<file path="src/rtl/bin_to_bcd_seq.sv">
// Sequential binary-to-BCD converter: takes the magnitude of an unsigned or two's-complement
// word and runs double-dabble on it, one shift per clock, then presents BCD digits and a sign.
module bin_to_bcd_seq #(
    parameter int WIDTH  = 10,
    parameter int DIGITS = 4
) (
    input  logic                  clk,
    input  logic                  rst,
    input  logic                  start,
    input  logic                  unsigned_mode,
    input  logic [WIDTH-1:0]      value_in,
    output logic                  busy,
    output logic                  done,
    output logic                  negative,
    output logic [4*DIGITS-1:0]   bcd
);

    localparam int BW = 4 * DIGITS;
    localparam int CW = $clog2(WIDTH + 1);

    typedef enum logic [1:0] {
        IDLE,
        SHIFT,
        DONE
    } state_t;

    state_t          state;
    logic [WIDTH-1:0] mag;
    logic [BW-1:0]    scratch;
    logic [BW-1:0]    adj;
    logic [BW-1:0]    next_scratch;
    logic [CW-1:0]    count;
    logic             sign_r;

    // One double-dabble step: add-3 correction, then shift in the next magnitude bit.
    always_comb begin
        // NOTE: every always_comb output gets a default first so no latch is inferred.
        adj = scratch;
        for (int d = 0; d < DIGITS; d++) begin
            if (scratch[4*d +: 4] >= 4'd5) begin
                adj[4*d +: 4] = scratch[4*d +: 4] + 4'd3;
            end
        end
        next_scratch = BW'({adj, mag[WIDTH-1]});
    end

    // NOTE: sequential state uses non-blocking assignments so every register samples pre-edge values.
    always_ff @(posedge clk) begin
        if (rst) begin
            state    <= IDLE;
            busy     <= 1'b0;
            done     <= 1'b0;
            negative <= 1'b0;
            bcd      <= '0;
            mag      <= '0;
            scratch  <= '0;
            count    <= '0;
            sign_r   <= 1'b0;
        end else begin
            case (state)
                IDLE: begin
                    done <= 1'b0;
                    if (start) begin
                        sign_r  <= !unsigned_mode && value_in[WIDTH-1];
                        mag     <= (!unsigned_mode && value_in[WIDTH-1])
                                   ? (~value_in) + WIDTH'(1) : value_in;
                        scratch <= '0;
                        count   <= '0;
                        busy    <= 1'b1;
                        state   <= SHIFT;
                    end
                end
                SHIFT: begin
                    scratch <= next_scratch;
                    mag     <= {mag[WIDTH-2:0], 1'b0};
                    count   <= count + CW'(1);
                    // Final shift: publish the result so it is visible during the DONE cycle.
                    if (count == CW'(WIDTH - 1)) begin
                        bcd      <= next_scratch;
                        negative <= sign_r;
                        done     <= 1'b1;
                        state    <= DONE;
                    end
                end
                DONE: begin
                    done  <= 1'b0;
                    busy  <= 1'b0;
                    state <= IDLE;
                end
                default: begin
                    state <= IDLE;
                end
            endcase
        end
    end

endmodule

</file>
<file path="config.mk">
export PLATFORM = sky130hd
export DESIGN_NAME = bin_to_bcd_seq
export DESIGN_NICKNAME = d
export VERILOG_FILES = /design/src/rtl/bin_to_bcd_seq.sv
export SDC_FILE = /design/constraint.sdc
export NUM_CORES = 1
export LEC_CHECK = 0
export CAP_MARGIN = 20
export CORE_MARGIN = 1
export CORE_UTILIZATION = 35
export DETAILED_ROUTE_END_ITERATION = 16
export DONT_BUFFER_PORTS = 1
export PLACE_DENSITY = 0.55
export SLEW_MARGIN = 20
export SYNTH_ARGS = -nofsm -noshare
export SYNTH_HDL_FRONTEND = slang
export SYNTH_SLANG_ARGS = --single-unit
</file>
<file path="constraint.sdc">
create_clock -name clk -period 1.9 [get_ports clk]
set_clock_uncertainty 0.15 [all_clocks]
set_input_delay 0.19 -clock clk [delete_from_list [all_inputs] [get_ports clk]]
set_output_delay 0.19 -clock clk [all_outputs]
set_load 0.005 [all_outputs]
</file>
# After elaboration in Yosys (flattened, before gate mapping)
# Index checks and enable logic that the tools add are counted.
word_totals:
  ff_bits: 52
  in_bits: 14
  word_cells: 56
classes:
  add_sub_neg: 6
  order_cmp: 4
  eq_ne: 5
  mux: 18
  bitwise: 1
  n_reduce_logical: 13
ops:
  columns: ["op", "n"]
  rows:
  - ["16-bit case mux with 2 select lines", 1]
  - ["10-bit 2-to-1 mux", 2]
  - ["10-bit case mux with 2 select lines", 1]
  - ["4-bit by 3-bit >= comparator with 1-bit output, second input constant", 4]
  - ["16-bit 2-to-1 mux", 1]
  - ["4-bit 2-to-1 mux", 4]
  - ["4-bit by 2-bit adder with 4-bit output, second input constant", 3]
  - ["2-bit AND reduction", 6]
  - ["10-bit by 1-bit adder with 10-bit output, second input constant", 1]
  - ["10-bit inverter", 1]
  - ["4-bit case mux with 2 select lines", 1]
  - ["2-bit nonzero test", 3]
  - ["4-bit by 1-bit adder with 4-bit output, second input constant", 1]
  - ["4-bit == test, second input constant", 1]
  - ["2-bit 2-to-1 mux", 2]
  - ["2-bit != test, second input constant", 2]
  - ["1-bit case mux with 2 select lines", 2]
  - ["2-bit case mux with 2 select lines", 1]
  - ["3-bit by 2-bit adder with 3-bit output, second input constant", 1]
  - ["3-bit 2-to-1 mux", 1]
  - ["2-bit by 1-bit == test with 1-bit output, second input constant", 1]
  - ["2-bit == test, second input constant", 1]
  - ["2-bit logical NOT", 1]
  - ["1-bit 2-to-1 mux", 2]
  - ["other kinds (3)", 3]

# Depth between registers and ports, before layout
logic_depth:
  word_depth: 5
  depth_mapped: 7
  ltp_nobuf: 6

# Worst setup path after synthesis
# No wires, ideal clock.
synth_path:
  path_type: "reg2reg"
  startpoint: "register scratch[0]"
  endpoint: "register scratch[2]"
  setup_time_ns: 0.074
  t_arrival_ns: 1.386
  path_slack_ns: 0.289
  path_stages_with_launch: 7
  n_path_buf: 0
  synth_period_minus_slack_ns: 1.611
  cell_sequence: "dfxtp_1 inv_1 ha_1 nand2b_1 a21oi_1 mux2_2 o21ai_0"
synth_between:
  elab_chain_len: 3
  word_cells_on_any_way: 4
  cone_classes: "1 x add/sub; 1 x order compare; 2 x mux"
synth_rtl:
  columns: ["item", "line", "text"]
  rows:
  - ["start: declaration", "29", "logic [BW-1:0] scratch;"]
  - ["start signal: assignment", "74", "scratch <= next_scratch;"]
  - ["4-bit by 2-bit adder with 4-bit output or 4-bit by 3-bit >= comparator with 1-bit output (tied branches)", "41, 40", null]
  - ["4-bit 2-to-1 mux (*)", "40", "if (scratch[4*d +: 4] >= 4'd5) begin"]
  - ["16-bit case mux with 2 select lines (*)", "60", "case (state)"]
# Every way passes the cells marked *; elsewhere a longest branch is shown, timed or not.
# A chain may end at the register's enable or synchronous reset.

# Worst setup path after layout
layout_path:
  startpoint: "register state[0]"
  endpoint: "register scratch[7]"
layout_between:
  elab_chain_len: 3
  word_cells_on_any_way: 6
  cone_classes: "2 x eq/ne; 1 x mux; 3 x reduce/logical"
layout_rtl:
  columns: ["item", "line", "text"]
  rows:
  - ["start: declaration", "27", "state_t state;"]
  - ["start signal: assignment", "50", "state <= IDLE;"]
  - ["start signal: assignment", "70", "state <= SHIFT;"]
  - ["start signal: assignment", "82", "state <= DONE;"]
  - ["2-bit by 1-bit == test with 1-bit output or 2-bit logical NOT (tied branches)", "60", null]
  - ["2-bit nonzero test (no source line) or 2-bit != test (tied branches)", null, null]
  - ["2-bit AND reduction (no source line)", null, null]
# Parallel ways exist; a longest one is shown, timed or not.

==> run_results.csv <==
group,metric,value,unit
outcome,status,"finished clean",
placement,port_buffers,0,
route,drc_errors,0,
timing,setup_viol,0,
yosys,synthesis.area,2540,um2
cells_and_area,finalInstanceArea,2900,um2
critical_path,reg2regPathDepth,4,
timing,rsz0062_at_grt,"no",
cells_and_area,fin_cells,388,
placement,routabilityCongestion,0.758,
worst_hold_path,hold_class,"in -> reg",
critical_path,worstSetupEndpointType,"register",
clock_tree,cts_tree,"yes",
critical_path,crit_path_top_delay_cell,"o21bai_2",
placement,dp.cells,370,
pwr,ir_drop,0.265,mV
timing,fin_setup_tns,0,ns
clock_tree,cts_buffer_depth,2,
global_route,grt_pass1_vias,1877,
floorplanning,core,6910,um2
route,drt_first_pass_iters,4,
timing,timing.final.crit_share,92.6,%
pwr,p_leak,0.967,nW
floorplanning,initial_utilization,36.8,%
global_route,grt_pass1_wl,9.08,mm
placement,placedInstanceArea,2660,um2
route,vias_per_cell,5.24,
floorplanning,die_area,7610,um2
critical_path,crit_cells,4,
route,drt-wirelength-per-cell,14.0,um
cells_and_area,antenna_cells,0,
cells_and_area,synthToLayoutAreaGrowth,14.0,%
timing,fin_crit,1.76,ns
yosys,yosys_most_used_dff,"dfxtp_1",
timing,fmax,0.569,GHz
route,drtIter0Drc,85,
critical_path,critical_path_class,"reg -> reg",
global_route,globalRouteOverflowTotal,0,
placement,dp_hpwl,3.64,mm
yosys,postSynth.asyncResetShare,0,%
timing,hold_ws,0.0206,ns
yosys,syn-num-nets,305,
route,drt-total-wl,5.44,mm
critical_path,crit_path_max_fanout,19,
floorplanning,ios,33,
yosys,yosys_warnings,0,
timing,slew_viol_final,0,
clock_tree,cts_setup_buffers,0,
yosys,avgSynthCellArea,9.08,um2
critical_path,path_buf_inv,1,
critical_path,critPathMaxStageDelay,0.66,ns
worst_hold_path,hold_depth,3,
clock_tree,cts_sinks,52,
run,maxCapViolCount,0,
floorplanning,die-width,87.2,um
pwr,p_total,2.06,mW
clock_tree,clk_pin_slew,0.09,ns
critical_path,crit_arrival,1.84,ns
floorplanning,die_h,87.2,um
global_route,grt_max_degree,52,
critical_path,cp_cell_sequence,"o21bai_2 > buf_4 > o21ai_0 > a21oi_1",
yosys,yosysSeqAreaShare,41.0,%
timing,final-hold-violation-count,0,
critical_path,crit_family,"compound AO/OA/AOI/OAI gates",
clock_tree,root_buffer,"clkbuf_8",
global_route,grt_use_total,15.5,%
cells_and_area,nets,316,
yosys,syn_inst,280,
critical_path,worstSetupStartpointType,"register",
critical_path,required,1.99,ns
cells_and_area,drive_above_1_share,13.7,%
yosys,synth_cell_types,39,
timing,tightest_slew,0.815,ns
clock_tree,clk_latency,0.30,ns
route,antenna_left,0,
clock_tree,numCtsBuffers,5,
pwr,power_density,709,nW/um2
yosys,ys_ff_latch,52,
yosys,synth_edf_count,0,
route,num_vias,2033,
global_route,antenna_found_initial,0,
timing,max_slew_margin,45.6,%
clock_tree,htree_levels,2,
floorplanning,row_count,30,
-- per-layer routing --
metal  vias up  part of all wire, %  global-route usage, %
li1       1021                    -                      -
met1       969                   47                   19.6
met2        37                   48                   25.6
met3         6                  4.8                   4.45
met4         0                  1.0                   4.47
met5         -                    0                      0
-- power by group --
group | internal [mW] | leakage (nW) | total [mW] | switching (mW)
clock network | 0.391 | 0.0552 | 0.743 | 0.351
registers | 1.11 | 0.421 | 1.13 | 0.0142
logic | 0.0829 | 0.491 | 0.187 | 0.104
total | 1.59 | 0.967 | 2.06 | 0.469
-- through the flow --
step | setup WS, ns | utilization [%]
floorplan | 0.289 | -
detailed placement | 0.0773 | 38.6
CTS | 0.0534 | 41.7
finish | 0.141 | 42.0
global placement | 0.0655 | 38.6
global route | 0.00811 | 42.0
-- final timing paths --
kind / from / to / slack [ns]
worst max-delay path: state[0] / scratch[7] / 0.14
worst min-delay path: unsigned_mode / sign_r / 0.02
worst max register to register: state[0] / scratch[7] / 0.14
worst min register to register: scratch[12] / scratch[12] / 0.34
-- kinds of logic after synthesis --
| kind of cell | share of synthesized area (%) |
|---|---|
| AO/OA/AOI/OAI | 22.5 |
| AND/OR/NAND/NOR | 18.6 |
| flip-flops | 41.0 |
| buffers and inverters | 4.97 |
| XOR/XNOR | 3.79 |
| adder cells (fa/ha/maj) | 5.42 |
| multiplexers | 3.79 |
-- area by class of cell --
cell class	count	area [um2]
timing repair buffer	18	183
clock inverter	2	35.0
multi-input combinational	199	1390
tap	96	120
sequential	52	1040
clock buffer	6	72.6
inverter	15	56.3
fill	725	4010
-- cell usage after synthesis (2+ instances only) --
master / number / share of area, %
a31oi_1: 3 / 0.74
nor3_1: 6 / 1.2
clkbuf_1: 7 / 1.0
o22ai_1: 7 / 1.7
dfxtp_1: 52 / 41
and2_1: 3 / 0.74
mux2i_1: 4 / 1.6
o22ai_2: 7 / 3.4
nand3b_1: 8 / 2.4
a222oi_1: 2 / 0.79
nor3b_1: 9 / 2.7
nor2_1: 23 / 3.4
ha_1: 11 / 5.4
a211oi_1: 5 / 1.5
a21oi_1: 28 / 5.5
inv_1: 15 / 2.2
buf_2: 5 / 0.98
nand2b_1: 14 / 3.4
xor2_1: 2 / 0.69
a22oi_1: 9 / 2.7
nand3_1: 4 / 0.79
xnor2_1: 9 / 3.1
mux2_2: 5 / 2.2
nand2b_2: 2 / 0.69
nand2_1: 3 / 0.44
o21ai_0: 24 / 4.7
-- cell usage in the layout (no fill, tap or decap), types with 6 or more instances in the layout --
cell type	Yosys	layout
a21oi_1	28	25
a22oi_1	9	9
buf_4	1	7
dfxtp_1	52	52
dlygate4sd3_1	0	9
ha_1	11	11
inv_1	15	15
nand2b_1	14	14
nand3b_1	8	8
nor2_1	23	23
nor3_1	6	6
nor3b_1	9	9
o21ai_0	24	24
o22ai_1	7	7
o22ai_2	7	7
xnor2_1	9	9
-- worst register-to-register path, cell delays in order (launching register included) --
cell,delay (ns)
dfxtp_1,0.33
o21bai_2,0.66
buf_4,0.31
o21ai_0,0.11
a21oi_1,0.14
-- registers in the layout, indices dropped and copies added (netlist names) --
name and flops:
done 1, busy 1, scratch 16, state 2
mag 10, sign_r 1, negative 1, bcd 16
count 4
-- timing repair --
action	4_1_cts	5_1_grt
hold buffers	10	0
setup endpoints to repair	0	11
resized for setup	0	4
endpoints found under the hold margin	51	0
No activity file was read; power rests on OpenSTA's default activity.
